File: src/rtl/timer_down_8bit.sv
// timer_down_8bit: loadable 8-bit down counter with start/stop,
// auto-reload and a one-cycle terminal-count pulse.
module timer_down_8bit (
  input  logic       clk,
  input  logic       clr,
  input  logic       l,
  input  logic       s_s,
  input  logic       ar,
  input  logic [7:0] d,
  output logic [7:0] c,
  output logic       tc,
  output logic       run
);

  typedef enum logic [1:0] {
    IDLE = 2'd0,
    RUN  = 2'd1,
    DONE = 2'd2
  } state_t;

  state_t     state;
  logic [7:0] r;

  always_ff @(posedge clk) begin
    if (clr) begin
      c     <= 8'd0;
      r     <= 8'd0;
      tc    <= 1'b0;
      run   <= 1'b0;
      state <= IDLE;
    end else if (l) begin
      c  <= d;
      r  <= d;
      tc <= 1'b0;
      if (state == DONE)
        state <= IDLE;
    end else begin
      tc <= 1'b0;
      unique case (state)
        IDLE: begin
          // entering RUN costs one edge; no decrement here
          if (s_s && c != 8'd0) begin
            state <= RUN;
            run   <= 1'b1;
          end
        end
        RUN: begin
          if (!s_s) begin
            state <= IDLE;
            run   <= 1'b0;
          end else if (c > 8'd1) begin
            c <= c - 8'd1;
          end else if (c == 8'd1) begin
            c  <= 8'd0;
            tc <= 1'b1;
          end else if (ar && r != 8'd0) begin
            c <= r;
          end else begin
            state <= DONE;
            run   <= 1'b0;
          end
        end
        DONE: begin
        end
        default: begin
          state <= IDLE;
          run   <= 1'b0;
        end
      endcase
    end
  end

endmodule

File: config.mk
export PLATFORM = sky130hd
export DESIGN_NAME = timer_down_8bit
export DESIGN_NICKNAME = d
export VERILOG_FILES = /design/src/rtl/timer_down_8bit.sv
export SDC_FILE = /design/constraint.sdc
export NUM_CORES = 1
export LEC_CHECK = 0
export BUFFER_PORTS_ARGS = -buffer_cell sky130_fd_sc_hd__buf_2
export CORE_UTILIZATION = 52
export CTS_CLUSTER_DIAMETER = 100
export DETAILED_ROUTE_END_ITERATION = 10
export PLACE_DENSITY = 0.77
export SLEW_MARGIN = 20
export SYNTH_ARGS = -nofsm -noshare
export SYNTH_HDL_FRONTEND = slang
export SYNTH_SLANG_ARGS = --single-unit
File: constraint.sdc
create_clock -name clk -period 2.18 [get_ports clk]
set_clock_uncertainty 0.15 [all_clocks]
set_input_delay 0.218 -clock clk [delete_from_list [all_inputs] [get_ports clk]]
set_output_delay 0.218 -clock clk [all_outputs]
set_load 0.01 [all_outputs]
# Word-level counts from Yosys, hierarchy flattened
# Cells that the tools add are included.
# word_totals
register_bits,20
in_bits,13
output_inout_bits,10
# op_classes
add_sub_neg,1
order_cmp,1
eq_ne,13
n_mux,21
bitwise,4
reduce_logical,12
# op_table
operator,n
8-bit 2-to-1 mux,6
8-bit nonzero test,2
2-bit 2-to-1 mux,7
3-bit inequality test (second input constant),4
4-bit inequality test (second input constant),3
6-bit AND reduction,2
8-bit by 1-bit == test with 1-bit output (second input constant),1
8-bit by 1-bit greater-than comparator with 1-bit output (second input constant),1
8-bit by 1-bit subtractor with 8-bit output (second input constant),1
1-bit 2-to-1 mux,6
2-bit case mux with 3 select lines,1
5-bit OR reduction,1
2-bit inequality test (second input constant),2
1-bit inverter,4
2-bit nonzero test,2
4-bit nonzero test,1
1-bit case mux with 3 select lines,1
3-bit AND reduction,1
2-bit by 1-bit == test with 1-bit output (second input constant),1
2-bit == test (second input constant),1
1-bit logical AND,2
2-bit logical NOT,1
2-bit by 1-bit inequality test with 1-bit output (second input constant),1

# Longest topological paths before layout
# depth
word_depth,8
ltp_mapped,8

# Least setup slack after synthesis
# No wires, ideal clock.
# synth_path
kind,register to register
startpoint,register c[4]
endpoint,register c[0]
setup_time_ns,0.134
arrival_time_ns,1.723
path_slack_ns,0.173
path_stages_with_launch,7
n_path_buf,1
period_less_slack_ns,2.007
cell_sequence,dfxtp_1 > or4_1 > buf_2 > nor4_4 > o31ai_1 > a211oi_1 > a211oi_1
# synth_between
elab_chain_cells,6
word_cells_on_any_way,9
# synth_rtl
item,line_no,source
"start, declared",10,"output logic [7:0] c,"
"start signal, assigned",52,c <= c - 8'd1;
"start signal, assigned",57,c <= r;
"parallel branches: the longest is 6 deep, another holds 8-bit by 1-bit greater-than comparator with 1-bit output",n/a,
# Several ways; the timed one is not identified. The select of a mux whose other input is x is not followed.
# A chain may end at the register's enable or synchronous reset.

# Worst setup path in the final report
# Same ends and word-level chain as after synthesis.

==> impl_metrics.yaml <==
sta:
  fin_setup_tns_ns: 0
  hold_viol: 0
  tightest_slew_ns: 0.560
  fin_crit_sh_pct: 95.3
  final_max_slew_viol_count: 0
  slew_headroom_pct: 62.3
  rsz0062_at_grt: "false"
  setup_slack_ns: 0.102
  finalSetupViolCount: 0
  fmax_ghz: 0.481
  post-route-min-period_ns: 2.08
placement:
  place_congestion: 0.906
  placed_cells: 186
  portBuffers: 22
  dp_slack_ns: 0.0470
  place_hpwl_mm: 1.98
critical_path:
  reg2reg_slack_ns: 0.10
  arrival_ns: 2.11
  cpPeakStageDelay_ns: 0.68
  cp-end-kind: "register"
  path_cells: "or4_1 -> nor4_4 -> o31ai_1 -> a211oi_1 -> a211oi_1"
  critPathSlowestCell: "or4_1"
  cp-start-kind: "register"
  required_ns: 2.21
  r2r_start: "c[4]"
  r2r_end: "c[0]"
  worstSetupPathType: "register to register"
  cp.depth: 5
  crit_end: "c[0]"
  cp_common_cell: "a211oi_1"
  critPathMaxFanout: 6
  cp-startpoint: "c[4]"
  cpLargestDelayFamily: "simple AND/OR/NAND/NOR gates"
  worst-r2r-cell-count: 5
  cp.buffers_inverters: 0
finish:
  antenna_cells: 0
  drive_gt1_share_pct: 23.5
  final_cells: 189
  syn_to_final_growth_pct: 18.8
  nFillCells: 193
  final_nets: 180
clock_tree:
  clk_latency_ns: 0.30
  cts.clk_slew.worst_paths_ns: 0.11
  hold_buffers: 0
  cts_tree: "done"
  numCtsBuffers: 3
  htree_levels: 1
  clockRootBuffer: "clkbuf_4"
  clock_sinks: 20
  clock_path_buffers: 2
logic_synthesis:
  ys_types: 34
  yosys.area_share.simple_pct: 23.2
  synthTopCellsByCount: "dfxtp_1, nand2_1, a21oi_1, nor2_1"
  syn-num-nets: 153
  yosysMostFrequentCell: "dfxtp_1"
  synth_top_family_by_area: "compound AO/OA/AOI/OAI gates"
  synth_edf_count: 0
  ys.flop_type: "dfxtp_1"
  synth_area_um2: 1090
  syn_inst: 137
  yosysTopAreaCellShare_pct: 36.8
  synthTopCellsByArea: "dfxtp_1, a21oi_1, nand2_1"
  synth.yosys.seq_area_share_pct: 36.8
  synth_compound_area_share_pct: 28.7
  ys_ff_latch: 20
  synth_xor_area_share_pct: 0.806
  synthMuxAreaShare_pct: 1.84
  synth_top_area_cell: "dfxtp_1"
  yosys_warnings: 0
  ys_async_sr_fraction_pct: 0
  synthAdderAreaFrac_pct: 3.45
  postSynthAreaPerCell_um2: 7.94
pwr:
  leakagePower_uw: 0.000532
  ir_worst_vdd_v: 0.000405
  p_per_area_nw_per_um2: 661
global_route:
  antenna_found_initial: 0
  grt_pass1_wl_mm: 3.96
  grt_pass1_vias: 881
  grt_max_degree: 21
  grt_use_total_pct: 24.8
  overflow: 0
drt:
  firstDrtPassIters: 4
  viasPerCell: 5.88
  wire_per_inst_um: 14.1
  drt_wl_total_mm: 2.66
  vias: 1112
  ant_nets: 0
  drc: 0
  drt-initial-drc-count: 55
floorplan:
  core.rowCount: 16
  die_w_um: 47.7
  initial_utilization_pct: 55.4
  dieHeight_um: 47.7
  die-area_um2: 2280
  boundaryPins: 23
  core_um2: 1960
worst_hold_path:
  hold_path.class: "input port to register"
  holdPathStages: 3
outcome:
  run_status: "finished clean"
flow_run:
  maxCapViolCount: 0
-- worst min-delay path by stage --
stage               from  endpoint  slack (ns)
finish              d[6]      r[6]        0.03
global route        d[7]      r[7]        0.04
CTS                 d[6]      r[6]        0.03
detailed placement  r[6]      r[6]        0.32
global placement    r[6]      r[6]        0.32
floorplan           d[4]      r[4]        0.22
-- area by class of cell --
class,count,area [µm²],area share (%)
Sequential cell,20,400,31.0
Inverter,6,22.5,1.74
Multi-Input combinational cell,103,642,49.7
Tap cell,27,33.8,2.62
Clock buffer,3,22.5,1.74
Timing Repair Buffer,30,170,13.2
-- worst reg2reg max path: cells and delay by family, from the launching register on --
kind / cells / cell delay (ns)
and+or+nand+nor: 2 / 1.02
AOI/OAI and AO/OA: 3 / 0.44
DFF: 1 / 0.35
-- cell families after synthesis --
family	after synthesis
AND/OR/NAND/NOR	50
flip-flops	20
buffers and inverters	14
XOR/XNOR	1
AO/OA/AOI/OAI	47
multiplexers	2
adder cells (fa/ha/maj)	3
-- registers in the layout, summed over array words and instances (netlist names) --
register and flops:
c 8, r 8, state 2, run 1, tc 1
-- layout by cell type (no fill, tap or decap), types with 2 or more instances in the layout --
master    instances
buf_2            22
dfxtp_1          20
nand2_1          19
a21oi_1          18
nor2_1           12
buf_4             8
inv_1             6
a211oi_1          6
o211ai_1          5
nor4_1            4
nor3_2            3
a31oi_1           3
nor2b_1           3
o31ai_1           3
a21o_1            3
ha_1              3
clkbuf_4          3
nand4_1           2
a31o_1            2
mux2i_1           2
-- repair_timing --
item                       CTS  global route
hold endpoints to repair     0             0
resized for setup            0             3
setup endpoints to repair    0             5
setup buffers                0             0
-- where the power goes --
group | leakage (µW) | total, µW | switching (µW) | internal (µW)
Clock | 0.0000138 | 174 | 109 | 64.5
Sequential | 0.000164 | 419 | 29.2 | 390
Combinational | 0.000354 | 260 | 150 | 110
Total | 0.000532 | 853 | 288 | 565
-- metrics by stage --
| step | instance area [µm²] | util (%) | total power, µW | hold slack (ns) |
|---|---|---|---|---|
| after floorplan | 1090 | - | 596 | 0.215 |
| after global placement | 1260 | 64.1 | 672 | 0.322 |
| after detailed placement | 1260 | 64.1 | 678 | 0.324 |
| after CTS | 1280 | 65.2 | 852 | 0.0254 |
| after global routing | 1290 | 65.8 | 902 | 0.0443 |
| final | 1290 | 65.8 | 853 | 0.0337 |
-- layer usage --
metal  GRT usage [%]  vias up  share of wire [%]
met3            4.15        9                6.4
met1            34.8      494                 44
met2            37.8       54                 47
met5               0        -                  0
met4            9.44        0                2.1
li1                -      555                  -
No activity file was read; power rests on OpenSTA's default activity.
